## config.mk

```make
export PLATFORM = sky130hd
export DESIGN_NAME = gamepad_multi_viz
export DESIGN_NICKNAME = d
export VERILOG_FILES = /design/src/rtl/gamepad_viz_pkg.sv /design/src/rtl/gamepad_glyph_rom.sv /design/src/rtl/gamepad_multi_viz.sv
export SDC_FILE = /design/constraint.sdc
export NUM_CORES = 1
export LEC_CHECK = 0
export CAP_MARGIN = 25
export CORE_UTILIZATION = 40
export CTS_BUF_LIST = sky130_fd_sc_hd__clkbuf_4
export CTS_CLUSTER_SIZE = 12
export DETAILED_ROUTE_END_ITERATION = 6
export PLACE_DENSITY = 0.59
export SYNTH_ARGS = -nofsm -noshare
export SYNTH_HDL_FRONTEND = slang
export SYNTH_HIERARCHICAL = 1
export SYNTH_SLANG_ARGS = --single-unit
```

## constraint.sdc

```tcl
create_clock -name clk -period 4.1 [get_ports clk]
set_input_delay 0.41 -clock clk [delete_from_list [all_inputs] [get_ports clk]]
set_output_delay 0.41 -clock clk [all_outputs]
set_load 0.05 [all_outputs]
```

## src/rtl/gamepad_viz_pkg.sv

```systemverilog
// Shared constants for the gamepad renderer: button indices, colours and the
// glyph layout, with positions in glyph units (one glyph unit is SCALE screen pixels).
package gamepad_viz_pkg;

    localparam int NUM_BTN = 12;

    localparam int BTN_B      = 0;
    localparam int BTN_Y      = 1;
    localparam int BTN_SELECT = 2;
    localparam int BTN_START  = 3;
    localparam int BTN_UP     = 4;
    localparam int BTN_DOWN   = 5;
    localparam int BTN_LEFT   = 6;
    localparam int BTN_RIGHT  = 7;
    localparam int BTN_A      = 8;
    localparam int BTN_X      = 9;
    localparam int BTN_L      = 10;
    localparam int BTN_R      = 11;

    localparam logic [5:0] COL_BLACK    = 6'b000000;
    localparam logic [5:0] COL_DARK_RED = 6'b010000;
    localparam logic [5:0] COL_GREEN    = 6'b001100;
    localparam logic [5:0] COL_WHITE    = 6'b111111;

    function automatic logic [9:0] glyph_x(input logic [3:0] g);
        case (g)
            4'd0:  glyph_x = 10'd128;
            4'd1:  glyph_x = 10'd116;
            4'd2:  glyph_x = 10'd66;
            4'd3:  glyph_x = 10'd82;
            4'd4:  glyph_x = 10'd24;
            4'd5:  glyph_x = 10'd24;
            4'd6:  glyph_x = 10'd12;
            4'd7:  glyph_x = 10'd36;
            4'd8:  glyph_x = 10'd140;
            4'd9:  glyph_x = 10'd128;
            4'd10: glyph_x = 10'd8;
            4'd11: glyph_x = 10'd148;
            default: glyph_x = 10'd1000;
        endcase
    endfunction

    function automatic logic [9:0] glyph_y(input logic [3:0] g);
        case (g)
            4'd0:  glyph_y = 10'd74;
            4'd1:  glyph_y = 10'd60;
            4'd2:  glyph_y = 10'd60;
            4'd3:  glyph_y = 10'd60;
            4'd4:  glyph_y = 10'd48;
            4'd5:  glyph_y = 10'd72;
            4'd6:  glyph_y = 10'd60;
            4'd7:  glyph_y = 10'd60;
            4'd8:  glyph_y = 10'd60;
            4'd9:  glyph_y = 10'd46;
            4'd10: glyph_y = 10'd23;
            4'd11: glyph_y = 10'd23;
            default: glyph_y = 10'd1000;
        endcase
    endfunction

endpackage

```

## src/rtl/gamepad_glyph_rom.sv

```systemverilog
// Combinational 8x8 bitmap ROM for the 12 gamepad glyphs; bit 7 of a row is the
// leftmost column, row 0 is the top row.
module gamepad_glyph_rom (
    input  logic [3:0] glyph,
    input  logic [2:0] row,
    output logic [7:0] bits
);
    logic [63:0] bm;

    // Each constant lists rows 0..7 from the most significant byte down.
    always_comb begin
        bm = 64'h0;
        case (glyph)
            4'd0:  bm = 64'h7C66667C66667C00; // B
            4'd1:  bm = 64'h6666663C18181800; // Y
            4'd2:  bm = 64'h00007E7E7E000000; // select
            4'd3:  bm = 64'h4060707870604000; // start
            4'd4:  bm = 64'h183C7EFF18181800; // up
            4'd5:  bm = 64'h181818FF7E3C1800; // down
            4'd6:  bm = 64'h10307FFF7F301000; // left
            4'd7:  bm = 64'h080CFEFFFE0C0800; // right
            4'd8:  bm = 64'h386CC6C6FEC6C600; // A
            4'd9:  bm = 64'hC66C38386CC6C600; // X
            4'd10: bm = 64'h6060606060627E00; // L
            4'd11: bm = 64'h7C66667C6C666600; // R
            default: bm = 64'h0;
        endcase
        bits = bm[{~row, 3'b000} +: 8];
    end
endmodule

```

## src/rtl/gamepad_multi_viz.sv

```systemverilog
// Two-stage raster renderer drawing one 12-glyph gamepad layout per player.
// Define GAMEPAD_VIZ_FADE_EN to build per-button release fade counters.
module gamepad_multi_viz
    import gamepad_viz_pkg::*;
#(
    parameter int SCALE        = 4,
    parameter int N_PLAYERS    = 1,
    parameter int PLAYER_PITCH = 240,
    parameter int FADE_W       = 4,
    parameter int TICK_LINE    = 480
) (
    input  logic                    clk,
    input  logic                    rst_n,
    input  logic [9:0]              pix_x,
    input  logic [9:0]              pix_y,
    input  logic                    video_active,
    input  logic                    hsync_in,
    input  logic                    vsync_in,
    input  logic [12*N_PLAYERS-1:0] buttons,
    input  logic [N_PLAYERS-1:0]    present,
    output logic [5:0]              rgb,
    output logic                    hsync_out,
    output logic                    vsync_out
);
    localparam int SH = (SCALE == 4) ? 2 : (SCALE == 2) ? 1 : 0;

    if (!(SCALE == 1 || SCALE == 2 || SCALE == 4) || !(N_PLAYERS == 1 || N_PLAYERS == 2) ||
        (N_PLAYERS == 2 && SCALE > 2) || FADE_W < 2 || TICK_LINE < 0 || TICK_LINE > 1023)
    begin : g_bad_cfg
        $error("gamepad_multi_viz: illegal SCALE/N_PLAYERS/FADE_W/TICK_LINE configuration");
    end

    // ---- S1: player select, glyph-unit coordinates, hit detection
    logic        p_c, pres_c;
    logic [9:0]  ux_c, uy_c, dx, dy;
    logic [23:0] btn_all;
    logic [1:0]  pres_all;
    logic [11:0] btn_c, hit_c;
    logic [2:0]  col_c, row_c;

    assign btn_all  = 24'(buttons);
    assign pres_all = 2'(present);
    assign p_c      = (N_PLAYERS == 2) && (pix_y >= 10'(PLAYER_PITCH));
    assign ux_c     = pix_x >> SH;
    assign uy_c     = (pix_y - (p_c ? 10'(PLAYER_PITCH) : 10'd0)) >> SH;
    assign btn_c    = p_c ? btn_all[23:12] : btn_all[11:0];
    assign pres_c   = p_c ? pres_all[1] : pres_all[0];

    // Unsigned offset wraps high when left of / above the box, so one compare covers both ends.
    always_comb begin
        hit_c = '0;
        col_c = '0;
        row_c = '0;
        dx    = '0;
        dy    = '0;
        for (int g = 0; g < NUM_BTN; g++) begin
            dx = ux_c - glyph_x(4'(g));
            dy = uy_c - glyph_y(4'(g));
            if (dx < 10'd8 && dy < 10'd8) begin
                hit_c[g] = 1'b1;
                col_c    = dx[2:0];
                row_c    = dy[2:0];
            end
        end
    end

    logic        p_q, act_q, hs_q, vs_q, pres_q;
    logic [11:0] hit_q, eff_q;
    logic [2:0]  col_q, row_q;

    always_ff @(posedge clk or negedge rst_n) begin
        if (!rst_n) begin
            p_q    <= 1'b0;
            act_q  <= 1'b0;
            hs_q   <= 1'b0;
            vs_q   <= 1'b0;
            pres_q <= 1'b0;
            hit_q  <= '0;
            eff_q  <= '0;
            col_q  <= '0;
            row_q  <= '0;
        end else begin
            p_q    <= p_c;
            act_q  <= video_active;
            hs_q   <= hsync_in;
            vs_q   <= vsync_in;
            pres_q <= pres_c;
            hit_q  <= hit_c;
            eff_q  <= btn_c & {12{pres_c}};
            col_q  <= col_c;
            row_q  <= row_c;
        end
    end

    // ---- fade counters (top two bits per player/button, zero when not built)
    logic [1:0][NUM_BTN-1:0][1:0] fade_k;

`ifdef GAMEPAD_VIZ_FADE_EN
    logic              tick;
    logic [FADE_W-1:0] fade_cnt [N_PLAYERS][NUM_BTN];

    assign tick = (pix_x == 10'd0) && (pix_y == 10'(TICK_LINE));

    always_ff @(posedge clk or negedge rst_n) begin
        if (!rst_n) begin
            for (int i = 0; i < N_PLAYERS; i++)
                for (int j = 0; j < NUM_BTN; j++)
                    fade_cnt[i][j] <= '0;
        end else begin
            for (int i = 0; i < N_PLAYERS; i++)
                for (int j = 0; j < NUM_BTN; j++)
                    if (!present[i])
                        fade_cnt[i][j] <= '0;
                    else if (buttons[12*i+j])
                        fade_cnt[i][j] <= '1;
                    else if (tick && fade_cnt[i][j] != '0)
                        fade_cnt[i][j] <= fade_cnt[i][j] - FADE_W'(1);
        end
    end

    always_comb begin
        fade_k = '0;
        for (int i = 0; i < N_PLAYERS; i++)
            for (int j = 0; j < NUM_BTN; j++)
                fade_k[i][j] = fade_cnt[i][j][FADE_W-1 -: 2];
    end
`else
    assign fade_k = '0;
`endif

    // ---- S2: ROM lookup and colour
    logic [3:0] gidx;
    logic [7:0] rom_bits;
    logic [1:0] k;
    logic       pix_on;
    logic [5:0] rgb_c;

    always_comb begin
        gidx = '0;
        for (int g = 0; g < NUM_BTN; g++)
            if (hit_q[g]) gidx = 4'(g);
    end

    gamepad_glyph_rom u_rom (
        .glyph (gidx),
        .row   (row_q),
        .bits  (rom_bits)
    );

    assign pix_on = act_q && (|hit_q) && rom_bits[~col_q];
    assign k      = fade_k[p_q][gidx];

    always_comb begin
        rgb_c = COL_BLACK;
        if (pix_on) begin
            if (!pres_q)            rgb_c = COL_DARK_RED;
            else if (eff_q[gidx])   rgb_c = COL_GREEN;
            else if (k != 2'd0)     rgb_c = {2'b00, k, 2'b00};
            else                    rgb_c = COL_WHITE;
        end
    end

    always_ff @(posedge clk or negedge rst_n) begin
        if (!rst_n) begin
            rgb       <= '0;
            hsync_out <= 1'b0;
            vsync_out <= 1'b0;
        end else begin
            rgb       <= rgb_c;
            hsync_out <= hs_q;
            vsync_out <= vs_q;
        end
    end
endmodule

```

==> out/metrics.csv <==
metric,value,unit
hold slack,0.153,ns
Worst VDD drop,0.0862,mV
Ant. Diodes,0,
number of setup buffers added after CTS,0,
H-tree level count,2,
hold_buf cts,0,
"critical path, cell by cell",nor2b_1 -> o21bai_1 -> a211oi_1 -> or2_1 -> a21o_1 -> inv_1 -> ha_1 -> mux2_4 -> o21bai_2 -> a311o_2 -> a211oi_2 -> a211oi_2 -> mux4_2 -> mux2i_1 -> a211oi_1,
Avg Vias per Cell,5.67,
post-route insts no fill,615,
via count,3489,
initial drt markers,149,
Area Growth Syn to Fin,13.9,%
root buf cell,clkbuf_4,
Final Hold Fails,0,
Power Density,181,nW/um^2
antenna violations before repair,0,
Routed Wire Length,9400,um
Die X,99.6,um
crit path launch type,register,
Filler cells,893,
Final Cell Area,4340,um^2
CP max-delay cell,mux4_2,
max frequency,259,MHz
placed cell count,607,
DRC violations left,0,
endpoints failing setup,0,
worst-path maximum fanout,8,
Synth cell types,78,
worst path arrival time,4.09,ns
Synth Register Bits,39,
Leak,1.76,nW
post-synthesis sequential area ratio,0.256,
All-Layer GR Usage,0.195,
Final Slew Violations,0,
deepest clock path buffer count,2,
number of global-route vias before repair,3215,
Synthesis Warnings,6,
clock-pin slew on the worst setup and hold paths,0.13,ns
I/O Pins,46,
minimum clock period,3.86,ns
Setup WS pre-CTS,0.325,ns
CP required,4.33,ns
multi-input logic area,2530,um^2
CP peak stage delay,0.49,ns
Final TNS setup,0,ns
clk sinks,39,
share of cells above drive strength 1,0.103,
final worst path period share,0.941,
core area,9240,um^2
CTS resizes,0,
Slew HR,0.440,
syn_nets,520,
full die area,9920,um^2
critical path's top delay family,compound AO/OA/AOI/OAI gates,
post-DP HPWL,6950,um
final worst-path setup slack,0.244,ns
Max-Cap Viols,0,
cts bufs inserted,5,
worst-skew pair later-pin latency,0.35,ns
"EDFF count, synth",0,
"Worst Path Class, Setup",register to register,
IO buf count,41,
wire per inst,15.3,um
Hold/Removal Path Class,input pin to asynchronous set/reset pin,
status,"finished, final reports clean",
TritonCTS clock tree,built,
largest net degree at the start of global routing,41,
aggregate global routing overflow,0,
Pre-antenna DRT Iters,5,
antenna-violating nets left,0,
actual slew at the worst max-slew pin,0.840,ns
RePlAce Congestion,0.881,
register area,976,um^2
"Async S/R FF share, synth",1.00,
FP Rows,35,
CP Capture Type,register,
first-pass GRT wire length,15600,um
Die Y,99.6,um
Main synth FF type,dfrtp_1,
Post-Synthesis Cell Area,3810,um^2
Layout Nets,548,
Setup Skew,0.00743,ns
CP bufs+invs,1,
RSZ-0062 raised after global routing,false,
Starting Density,0.412,
Syn Area/Cell,8.33,um^2
DP Area,4280,um^2
Synth Instances,457,
cells by family after synthesis:
logic type | Yosys count | synth area share
fa+ha+maj | 25 | 0.0821
compound gates | 137 | 0.252
flops | 39 | 0.256
xor+xnor | 15 | 0.0345
mux | 14 | 0.0453
simple gates | 167 | 0.251
buf+inv | 60 | 0.0795
worst paths after layout:
check / end / slack, ns / start / depth (start not counted)
min reg2reg: vsync_out / 0.36 / vs_q / 0
max in group asynchronous: hit_q[0] / 3.43 / rst_n / 1
max: rgb[4] / 0.24 / hit_q[2] / 15
max reg2reg: rgb[4] / 0.24 / hit_q[2] / 15
min in group clk: vsync_out / 0.36 / vs_q / 0
min: eff_q[11] / 0.15 / rst_n / 1
cell type report:
class,count,share of cell area
clock buffers,5,0.00865
clock inverters,3,0.00548
inverters,26,0.0225
multi-input cells,358,0.584
flip-flops and latches,39,0.225
well taps,129,0.0372
repair buffers,55,0.118
report_power, final:
part	leakage, nW	switching (mW)	internal [mW]
clock	0.0278	0.133	0.0686
combinational	1.21	0.0997	0.0866
sequential	0.517	0.00486	0.395
routing by layer:
metal	up-vias	track usage	part of all wire
met3	16	0.0232	0.043
met4	0	0.0679	0.021
met2	114	0.321	0.47
met1	1627	0.266	0.46
li1	1732	-	-
met5	-	0	0
sequential cells by signal (all words and copies together), names as in the netlist:
name / count
eff_q: 12
row_q: 3
hit_q: 12
hs_q: 1
rgb: 3
pres_q: 1
col_q: 3
vs_q: 1
vsync_out: 1
hsync_out: 1
act_q: 1
cell usage in the layout (no fill, tap or decap), types with 7 or more instances in the layout:
cell type	Yosys	layout
clkdlybuf4s50_1	0	40
dfrtp_1	39	39
a21oi_1	31	31
nor2_1	32	31
inv_1	26	26
ha_1	25	25
nand2_1	21	21
o21ai_0	17	17
nor3_1	17	17
and2_1	14	14
buf_4	6	14
xnor2_1	11	11
nor2b_1	11	11
nand2b_1	10	10
nand3_1	9	9
mux2i_1	9	9
a211oi_1	8	8
a31oi_1	8	8
o22ai_1	8	8
nand4_1	7	7
or3_1	7	7
synthesized netlist by cell type (4+ instances only):
library cell  instances  share of area
or3_1                 7          0.011
xor2_1                4         0.0092
buf_6                 5          0.015
nor2b_1              11          0.018
o21ai_0              17          0.022
nor2_1               32          0.032
inv_1                26          0.026
nand2b_1             10          0.016
nand4_1               7          0.011
o22ai_1               8          0.013
buf_2                14          0.018
nand3b_1              4         0.0079
nand3_1               9          0.012
a21oi_1              31          0.041
nand2_1              21          0.021
mux2i_1               9          0.024
and2_1               14          0.023
nor4_1                6         0.0099
a21o_1                4         0.0079
nor3_1               17          0.022
clkbuf_1              9         0.0089
o2111ai_1             5          0.011
a2bb2oi_1             4         0.0092
a31oi_1               8          0.013
buf_4                 6          0.012
nor3b_1               6          0.012
o21ai_1               6         0.0079
a211oi_1              8          0.016
ha_1                 25          0.082
xnor2_1              11          0.025
dfrtp_1              39           0.26
per-stage QoR:
step,power (mW),utilization
floorplan,0.519,-
global placement,0.590,0.463
detailed placement,0.592,0.463
CTS,0.798,0.470
global route,0.835,0.470
finish,0.787,0.470
Note: power is estimated with default switching activity, not from simulation.
==> RTL change (config.mk and constraints unchanged) <==
The package constant `NUM_BTN` goes from 12 to 14.
--- a/src/rtl/gamepad_viz_pkg.sv
+++ b/src/rtl/gamepad_viz_pkg.sv
@@ -2,7 +2,7 @@
 // glyph layout, with positions in glyph units (one glyph unit is SCALE screen pixels).
 package gamepad_viz_pkg;
 
-    localparam int NUM_BTN = 12;
+    localparam int NUM_BTN = 14;
 
     localparam int BTN_B      = 0;
     localparam int BTN_Y      = 1;
Function: changed (Yosys sat finds a counterexample within 4 cycles, from zero or initial values and one cycle with rst_n low).
==> RTL change against the original RTL <==
- via count increased by 4.4%
- sequential cell count unchanged
- wire length increased by 2.2%
- cell area increased by 4.8%
- area after synthesis increased by 4.4%
- critical endpoint is now rgb[1]
- count of clock-buffer cells in the layout unchanged
- worst setup slack improved by 0.087 ns
- clock skew decreased by 0.0037 ns
- worst hold slack got worse by 0.010 ns
- critical path type unchanged
- total power increased by 7.9%
- sequential share of layout area decreased by 1.0 points
==> RTL change: results <==
{
  "timing.rr.end": "rgb[1]",
  "wire_per_inst_um": 15.1,
  "clock-root-buffer": "clkbuf_4",
  "via_per_inst": 5.74,
  "buffers": 54,
  "synthArstFlopShare": 1.00,
  "crit_path_max_fanout": 13,
  "crit_slowest_cell": "mux4_2",
  "place_congestion": 0.842,
  "path_clk_slew_ns": 0.11,
  "cts_resized": 0,
  "grt_pass1_wl_mm": 16.3,
  "finClkSkew_ns": 0.00369,
  "hpwl_mm": 7.18,
  "reg2reg_depth": 16,
  "synth_fp_nets": 536,
  "first_pass_iters": 5,
  "rows": 36,
  "multi_input_area_share": 0.595,
  "synth_commonest_cells": "dfrtp_1, nor2_1, a21oi_1, inv_1, ha_1",
  "synth.distinct_cells": 84,
  "sh_seq_area": 0.215,
  "h-tree-depth": 2,
  "total_leakage_power_uw": 0.00182,
  "nNetsFinal": 564,
  "drive_gt1_frac": 0.106,
  "drtIter0Drc": 182,
  "worstSetupStartpoint": "hit_q[5]",
  "dpl-instance-area_sq_mm": 0.00446,
  "synth_flop_cell": "dfrtp_1",
  "crit_type": "register to register",
  "vdd_drop_max_mv": 0.108,
  "multi_input_cells": 374,
  "max_stage_delay_ns": 0.47,
  "nNonClkInverters": 27,
  "synth_seq_area_share": 0.246,
  "buffer_area_frac": 0.113,
  "r2r_setup_slack_ns": 0.33,
  "grt_pass1_vias": 3390,
  "tightest_slew_ns": 0.807,
  "globalRouteTotalUtil": 0.195,
  "clkCellAreaFrac": 0.0179,
  "num-fill-cells": 962,
  "reg_top3": "eff_q: 12 flops, hit_q: 12 flops",
  "grt_max_degree": 41,
  "outcome": "completed",
  "ys_top_cells_by_area": "dfrtp_1, ha_1, nor2_1"
}
[RTL change: cell count changes in the layout (fill, tap and decap cells not counted), sizes merged, moves of 4 or more]
cell | before | now
nand3 | 9 | 13
nor4 | 6 | 11
a21o | 4 | 8
and2 | 14 | 18
or3 | 8 | 4
nor3 | 18 | 12
nor4b | 0 | 4
nand4 | 7 | 3
[RTL change: cells by family (layout without fill, tap and decap cells)]
kind of cell    count (synthesis)  in the layout  share of synthesized area
buf+inv                        60             89                     0.0752
simple gates                  177            177                      0.261
flops                          39             39                      0.246
fa+ha+maj                      25             25                     0.0787
mux                            13             13                     0.0406
compound gates                146            146                      0.271
xor+xnor                       13             13                     0.0286
[RTL change: metal layers]
| layer | track usage | up-vias | wire length [um] |
|---|---|---|---|
| met4 | 0.0502 | 0 | 121 |
| li1 | - | 1808 | - |
| met5 | 0 | - | 0 |
| met3 | 0.0269 | 11 | 314 |
| met2 | 0.325 | 72 | 4740 |
| met1 | 0.264 | 1752 | 4440 |
[RTL change: critical path, delay by kind of cell, from the launching register on]
kind                       cells  cell delay [ns]
DFF                            1             0.43
buffers and inverters          2             0.30
and+or+nand+nor                5             0.50
muxes                          2             0.69
adders and majority gates      1             0.26
AOI/OAI and AO/OA              6             1.47
[RTL change: per-stage QoR]
step	total power [uW]	hold slack (ns)	worst slack, ns	util	instances
global route	897	0.191	0.00343	0.469	635
global placement	599	0.333	0.356	0.461	627
CTS	861	0.158	0.287	0.469	635
floorplan	527	0.114	0.416	-	473
detailed placement	603	0.337	0.300	0.461	627
finish	850	0.143	0.331	0.469	635
[RTL change: report_power, final]
group          internal, uW  switching (uW)
clock                   128             126
sequential              394            5.19
combinational          89.3             107
